**config.mk**
```make
export PLATFORM = sky130hd
export DESIGN_NAME = ysyx_23060201_lsu
export DESIGN_NICKNAME = d
export VERILOG_FILES = /design/src/rtl/ysyx_23060201_lsu.sv
export SDC_FILE = /design/constraint.sdc
export NUM_CORES = 1
export LEC_CHECK = 0
export CAP_MARGIN = 5
export CORE_ASPECT_RATIO = 2
export CORE_MARGIN = 2
export CORE_UTILIZATION = 42
export CTS_CLUSTER_DIAMETER = 50
export DETAILED_ROUTE_END_ITERATION = 12
export PLACE_DENSITY = 0.89
export SLEW_MARGIN = 20
export SYNTH_ARGS = -nofsm -noshare
export SYNTH_HDL_FRONTEND = slang
export SYNTH_SLANG_ARGS = --single-unit
```
**constraint.sdc**
```tcl
create_clock -name clk -period 3.23 [get_ports clk]
set_input_delay 0.323 -clock clk [delete_from_list [all_inputs] [get_ports clk]]
set_output_delay 0.323 -clock clk [all_outputs]
set_load 0.01 [all_outputs]
```
**src/rtl/ysyx_23060201_lsu.sv**
```systemverilog
// ysyx_23060201_lsu: handshaked load/store unit between the EXU and the data memory port.
//   Accepts one load/store per request, drives an aligned bus request with byte strobes,
//   waits for the memory response under a timeout watchdog, then returns extended load
//   data (or an error) to the EXU. One transaction in flight at a time.
// Latency: 3 cycles minimum (accept -> bus request -> bus response -> EXU response);
//   illegal-size / trapped-misaligned requests respond the cycle after acceptance.
// Backpressure: req_ready is high only in IDLE; the bus request is held stable until
//   bus_ready, and the response is held stable until rsp_ready.
// Ports:
//   clk, rst                 clock and asynchronous active-high reset
//   req_* / rsp_*            EXU request (valid/ready) and response (valid/ready)
//   bus_* (out)              memory request: addr aligned to the bus width, lane-shifted
//                            wdata, byte strobes (all zero for loads)
//   bus_rvalid/rdata/err     memory response, only sampled while waiting for it
// Parameters: DATA_WIDTH (32 or 64), ADDR_WIDTH, TIMEOUT (>=1 wait cycles before error).
// Build option: YSYX_23060201_LSU_MISALIGN_TRAP_EN -- when defined, a misaligned request
//   is answered with an error and no bus transaction; otherwise the address is aligned
//   down to the access size and the access proceeds normally.

module ysyx_23060201_lsu #(
  parameter int DATA_WIDTH = 32,
  parameter int ADDR_WIDTH = 32,
  parameter int TIMEOUT    = 255
) (
  input  logic                    clk,
  input  logic                    rst,
  input  logic                    req_valid,
  output logic                    req_ready,
  input  logic                    req_wen,
  input  logic [ADDR_WIDTH-1:0]   req_addr,
  input  logic [DATA_WIDTH-1:0]   req_wdata,
  input  logic [1:0]              req_size,
  input  logic                    req_unsigned,
  output logic                    rsp_valid,
  input  logic                    rsp_ready,
  output logic [DATA_WIDTH-1:0]   rsp_rdata,
  output logic                    rsp_err,
  output logic                    bus_valid,
  input  logic                    bus_ready,
  output logic                    bus_wen,
  output logic [ADDR_WIDTH-1:0]   bus_addr,
  output logic [DATA_WIDTH-1:0]   bus_wdata,
  output logic [DATA_WIDTH/8-1:0] bus_wstrb,
  input  logic                    bus_rvalid,
  input  logic [DATA_WIDTH-1:0]   bus_rdata,
  input  logic                    bus_err
);

  localparam int STRB_W = DATA_WIDTH / 8;
  localparam int OFF_W  = $clog2(STRB_W);
  localparam int CNT_W  = $clog2(TIMEOUT + 1);

  typedef enum logic [1:0] {IDLE, ADDR, DATA, RESP} state_e;

  state_e                  state_q, state_d;
  logic                    wen_q, wen_d;
  logic [ADDR_WIDTH-1:0]   addr_q, addr_d;
  logic [DATA_WIDTH-1:0]   wdata_q, wdata_d;
  logic [1:0]              size_q, size_d;
  logic                    uns_q, uns_d;
  logic [CNT_W-1:0]        cnt_q, cnt_d;
  logic                    err_q, err_d;
  logic [DATA_WIDTH-1:0]   rdata_q, rdata_d;

  // ---------------- request decode (IDLE only) ----------------
  logic [3:0]            req_mask;      // (2^size)-1: offset bits that must be zero
  logic                  req_illegal;
  logic [ADDR_WIDTH-1:0] req_addr_aligned;

  assign req_mask         = (4'd1 << req_size) - 4'd1;
  assign req_illegal      = (DATA_WIDTH == 32) && (req_size == 2'd3);
  assign req_addr_aligned = req_addr & ~ADDR_WIDTH'(req_mask);

`ifdef YSYX_23060201_LSU_MISALIGN_TRAP_EN
  logic req_misalign;
  assign req_misalign = |(4'(req_addr[OFF_W-1:0]) & req_mask);
`endif

  // ---------------- lane steering from latched fields ----------------
  logic [OFF_W-1:0]      off;
  logic [OFF_W+2:0]      shamt;         // 8 * byte offset
  logic [7:0]            strb8;
  logic [STRB_W-1:0]     strb_sh;
  logic [DATA_WIDTH-1:0] wdata_sh;
  logic [DATA_WIDTH-1:0] rd_shift;
  logic [DATA_WIDTH-1:0] keep;
  logic                  sign;
  logic [DATA_WIDTH-1:0] rd_ext;

  assign off      = addr_q[OFF_W-1:0];
  assign shamt    = {off, 3'b000};
  assign wdata_sh = wdata_q << shamt;
  assign rd_shift = bus_rdata >> shamt;
  assign strb_sh  = strb8[STRB_W-1:0] << off;

  always_comb begin
    strb8 = 8'hFF;
    keep  = '1;
    sign  = 1'b0;
    case (size_q)
      2'd0: begin strb8 = 8'h01; keep = DATA_WIDTH'(8'hFF);         sign = rd_shift[7];  end
      2'd1: begin strb8 = 8'h03; keep = DATA_WIDTH'(16'hFFFF);      sign = rd_shift[15]; end
      2'd2: begin strb8 = 8'h0F; keep = DATA_WIDTH'(32'hFFFF_FFFF); sign = rd_shift[31]; end
      default: begin strb8 = 8'hFF; keep = '1; sign = 1'b0; end  // dword: never extended
    endcase
    if (uns_q) sign = 1'b0;
    // For a word on a 32-bit bus keep is all ones, so no extension happens.
    rd_ext = (rd_shift & keep) | (~keep & {DATA_WIDTH{sign}});
  end

  // ---------------- next state ----------------
  always_comb begin
    state_d = state_q;
    wen_d   = wen_q;
    addr_d  = addr_q;
    wdata_d = wdata_q;
    size_d  = size_q;
    uns_d   = uns_q;
    cnt_d   = cnt_q;
    err_d   = err_q;
    rdata_d = rdata_q;
    case (state_q)
      IDLE: begin
        if (req_valid) begin
          wen_d   = req_wen;
          addr_d  = req_addr;
          wdata_d = req_wdata;
          size_d  = req_size;
          uns_d   = req_unsigned;
          cnt_d   = '0;
          err_d   = 1'b0;
          rdata_d = '0;
          if (req_illegal) begin
            err_d   = 1'b1;
            state_d = RESP;
          end
`ifdef YSYX_23060201_LSU_MISALIGN_TRAP_EN
          else if (req_misalign) begin
            err_d   = 1'b1;
            state_d = RESP;
          end
`endif
          else begin
            // Without trapping, a misaligned access silently uses the size-aligned address.
            addr_d  = req_addr_aligned;
            state_d = ADDR;
          end
        end
      end
      ADDR: begin
        if (bus_ready) begin
          cnt_d   = '0;
          state_d = DATA;
        end
      end
      DATA: begin
        // A response arriving in the last allowed cycle still wins over the timeout.
        if (bus_rvalid) begin
          err_d = bus_err;
          if (!wen_q && !bus_err) rdata_d = rd_ext;
          state_d = RESP;
        end else if (cnt_q == CNT_W'(TIMEOUT)) begin
          err_d   = 1'b1;
          state_d = RESP;
        end else begin
          cnt_d = cnt_q + 1'b1;
        end
      end
      RESP: begin
        if (rsp_ready) state_d = IDLE;
      end
      default: state_d = IDLE;
    endcase
  end

  always_ff @(posedge clk or posedge rst) begin
    if (rst) begin
      state_q <= IDLE;
      wen_q   <= 1'b0;
      addr_q  <= '0;
      wdata_q <= '0;
      size_q  <= 2'd0;
      uns_q   <= 1'b0;
      cnt_q   <= '0;
      err_q   <= 1'b0;
      rdata_q <= '0;
    end else begin
      state_q <= state_d;
      wen_q   <= wen_d;
      addr_q  <= addr_d;
      wdata_q <= wdata_d;
      size_q  <= size_d;
      uns_q   <= uns_d;
      cnt_q   <= cnt_d;
      err_q   <= err_d;
      rdata_q <= rdata_d;
    end
  end

  // ---------------- outputs: decoded from state and latched fields only ----------------
  assign req_ready = (state_q == IDLE);
  assign bus_valid = (state_q == ADDR);
  assign bus_wen   = bus_valid & wen_q;
  assign bus_addr  = bus_valid ? {addr_q[ADDR_WIDTH-1:OFF_W], {OFF_W{1'b0}}} : '0;
  assign bus_wdata = bus_wen ? wdata_sh : '0;
  assign bus_wstrb = bus_wen ? strb_sh : '0;
  assign rsp_valid = (state_q == RESP);
  assign rsp_err   = rsp_valid & err_q;
  assign rsp_rdata = rsp_valid ? rdata_q : '0;

endmodule

```
==> out/qor.yml, run 1 <==
status: "finished, final reports clean"
power.leakage_uw: 0.00365
worstMarginPinSlew_ns: 0.907
vias: 5280
finalWirelength_um: 18000
worstPathRequired_ns: 2.91
p_sw_uw: 3000
synth_cell_types: 47
ant_nets: 0
wl_per_cell_um: 18.3
io_buffers: 209
syn_inst: 601
coreArea_mm2: 0.0144
grt_max_degree: 112
rows: 62
startpoint: "state_q[1]"
drt_iter0_drc: 210
grt_usage_pct: 22.9
syn_area_mm2: 0.00619
cts_root_buf: "clkbuf_16"
finClkSkew_ns: 0.00987
h-tree-depth: 3
synth-main-ff-cell: "dfrtp_1"
async_flop_share_pct: 100
crit_path_start_kind: "register"
ys_seq_area_share_pct: 44.9
period_needed_ns: 3.03
critical_path_peak_fanout: 10
antenna_found_initial: 1
cts_hold_buf: 0
post_synth.cell_area_avg_um2: 10.3
clockPowerShare_pct: 14.7
slew_headroom_pct: 39.0
post_cts_buffers: 0
fin_util_pct: 61.1
regArea_mm2: 0.00278
holdCritPathClass: "in2async"
rsz0062_at_grt: "no"
final_layout_size_suffix_gt1_share_pct: 14.8
io_pins: 212
layout.nets: 900
cp.arrival_ns: 2.71
path_clk_slew_ns: 0.08
period_share_pct: 93.8
ir_worst_vdd_mv: 0.455
reg2reg_to: "rdata_q[22]"
dp_hpwl_um: 13700
finalMaxSlewViolations: 0
cts_buffer_depth: 2
worstRegToRegCells: 7
synthMostInstantiatedCell: "dfrtp_1"
dp_cells: 969
cts.sinks: 111
grt_first_pass_wirelength_um: 28800
gp_congestion: 0.946
avgViaCountPerCell: 5.35
final_hold_viol_count: 0
areaGrowthSynthToFinish_pct: 41.7
synth_seq_cells: 111
synth-edff-count: 0
first_global_vias: 5510
setup_tns_ns: 0
start_util_pct: 43.1
fmax_mhz: 330
drv_cap: 0
die_area_mm2: 0.0158
intPower_uw: 4780
yosys_warnings: 0
pwr-share-seq_pct: 33.2
endpoint_kind: "output pin"
synth_area_leaders: "dfrtp_1 (45%), mux2_2 (13%), mux2i_1 (7.9%), and2_1 (7.3%), a21oi_1 (2.8%)"
multi_input_area_mm2: 0.00314
switching_share_pct: 38.6
die_w_um: 89.9
dieHeight_um: 176
synth_top_area_share_pct: 44.9
hold-worst-slack_ns: 0.486
crit_type: "reg2out"
post-route-drc-count: 0
ys_top_cells_by_count: "dfrtp_1 (111), mux2_2 (74), and2_1 (72)"
rrSetupSlack_ns: 0.65
yosys.area.top_type: "dfrtp_1"
cts_buffers: 9
cts_resized: 0
insertion_delay_ns: 0.34
first_pass_iters: 4
cts_tree: "yes"
nFillCells: 1173
fin_cells: 986
pwr-share-comb_pct: 52.1
setup_viol: 0
reg2reg_from: "state_q[0]"
grt_overflow: 0
power_density_mw_per_mm2: 887
cell families after synthesis:
kind of cell / share of synthesized area (%)
AND/OR/NAND/NOR: 14.6
buffers and inverters: 4.69
other: 0.0606
multiplexers: 21.7
adder cells (fa/ha/maj): 1.01
flip-flops: 44.9
AO/OA/AOI/OAI: 13.0
registers in the layout, indices dropped and copies added, names as in the netlist:
name     count
addr_q      32
cnt_q        8
err_q        1
rdata_q     32
size_q       2
state_q      2
uns_q        1
wdata_q     32
wen_q        1
critical path, stage by stage (launching register included):
cell,delay (ns)
dfrtp_1,0.42
inv_1,0.09
ha_1,0.16
nand2_1,0.07
or2_2,0.39
nor2_1,0.49
and2_1,0.22
clkdlybuf4s50_1,0.54
worst max path at each step:
stage                         endpoint  depth (start not counted)
after detailed placement   rdata_q[22]                          5
after global placement    bus_wdata[2]                          7
final                     bus_wdata[7]                          7
after floorplan           bus_wdata[0]                          7
after global routing      bus_wdata[0]                          7
after CTS                 bus_wdata[7]                          7
placed cells by master, fill, tap and decap left out, types with 2 or more instances in the layout:
cell / n
buf_4: 11
nor2_1: 31
nand2_1: 23
dfrtp_1: 109
mux2i_1: 49
nand2b_1: 4
o31ai_1: 2
or2_2: 3
clkdlybuf4s50_1: 209
ha_1: 5
conb_1: 2
buf_12: 2
nand4_1: 2
a31o_2: 2
clkinvlp_4: 2
mux2_2: 74
o211ai_1: 10
o21ai_0: 32
a21oi_1: 35
nor3_1: 3
or4_1: 2
and2_1: 72
o22ai_1: 2
and3_1: 3
inv_1: 21
clkinv_4: 2
dfrtp_2: 2
clkbuf_16: 9
nand3_1: 9
a22o_1: 9
a211oi_1: 19
nor2b_1: 10
routing by layer:
metal	vias up	wire (µm)	GRT usage, %
met5	-	0	0
met4	0	860	13.1
met3	52	684	3.60
met2	179	10100	42.9
met1	2568	6320	24.0
li1	2481	-	-
power by group through the flow:
stage,Clock (µW),Combinational [µW],Sequential (µW)
final,1140,4050,2590
after global routing,1220,4400,2680
after CTS,1170,4070,2570
after detailed placement,0,4060,2600
after global placement,0,3960,2570
after floorplan,0,2800,2270
final cells by class:
class | count | share of cell area [%]
antenna | 1 | 0.0285
clock buffer | 10 | 2.72
clock inverter | 6 | 0.784
inverter | 22 | 0.984
multi-input combinational | 422 | 35.8
sequential | 111 | 31.7
tap | 192 | 2.74
timing repair buffer | 222 | 25.2
metrics by stage:
stage	area (µm²)	worst slack (ns)	total power, µW
floorplan	6200	1.07	5070
global placement	8460	0.634	6530
detailed placement	8460	0.565	6660
CTS	8770	0.191	7820
global route	8770	0.0483	8300
finish	8770	0.200	7780
Power figures use the tool's default switching activity.
==> run 2: changes to the inputs <==
Settings changed: SKIP_CTS_REPAIR_TIMING from default to 1.
==> results of run 2 <==
Final layout, timing and power as in run 1 (identical DEF).
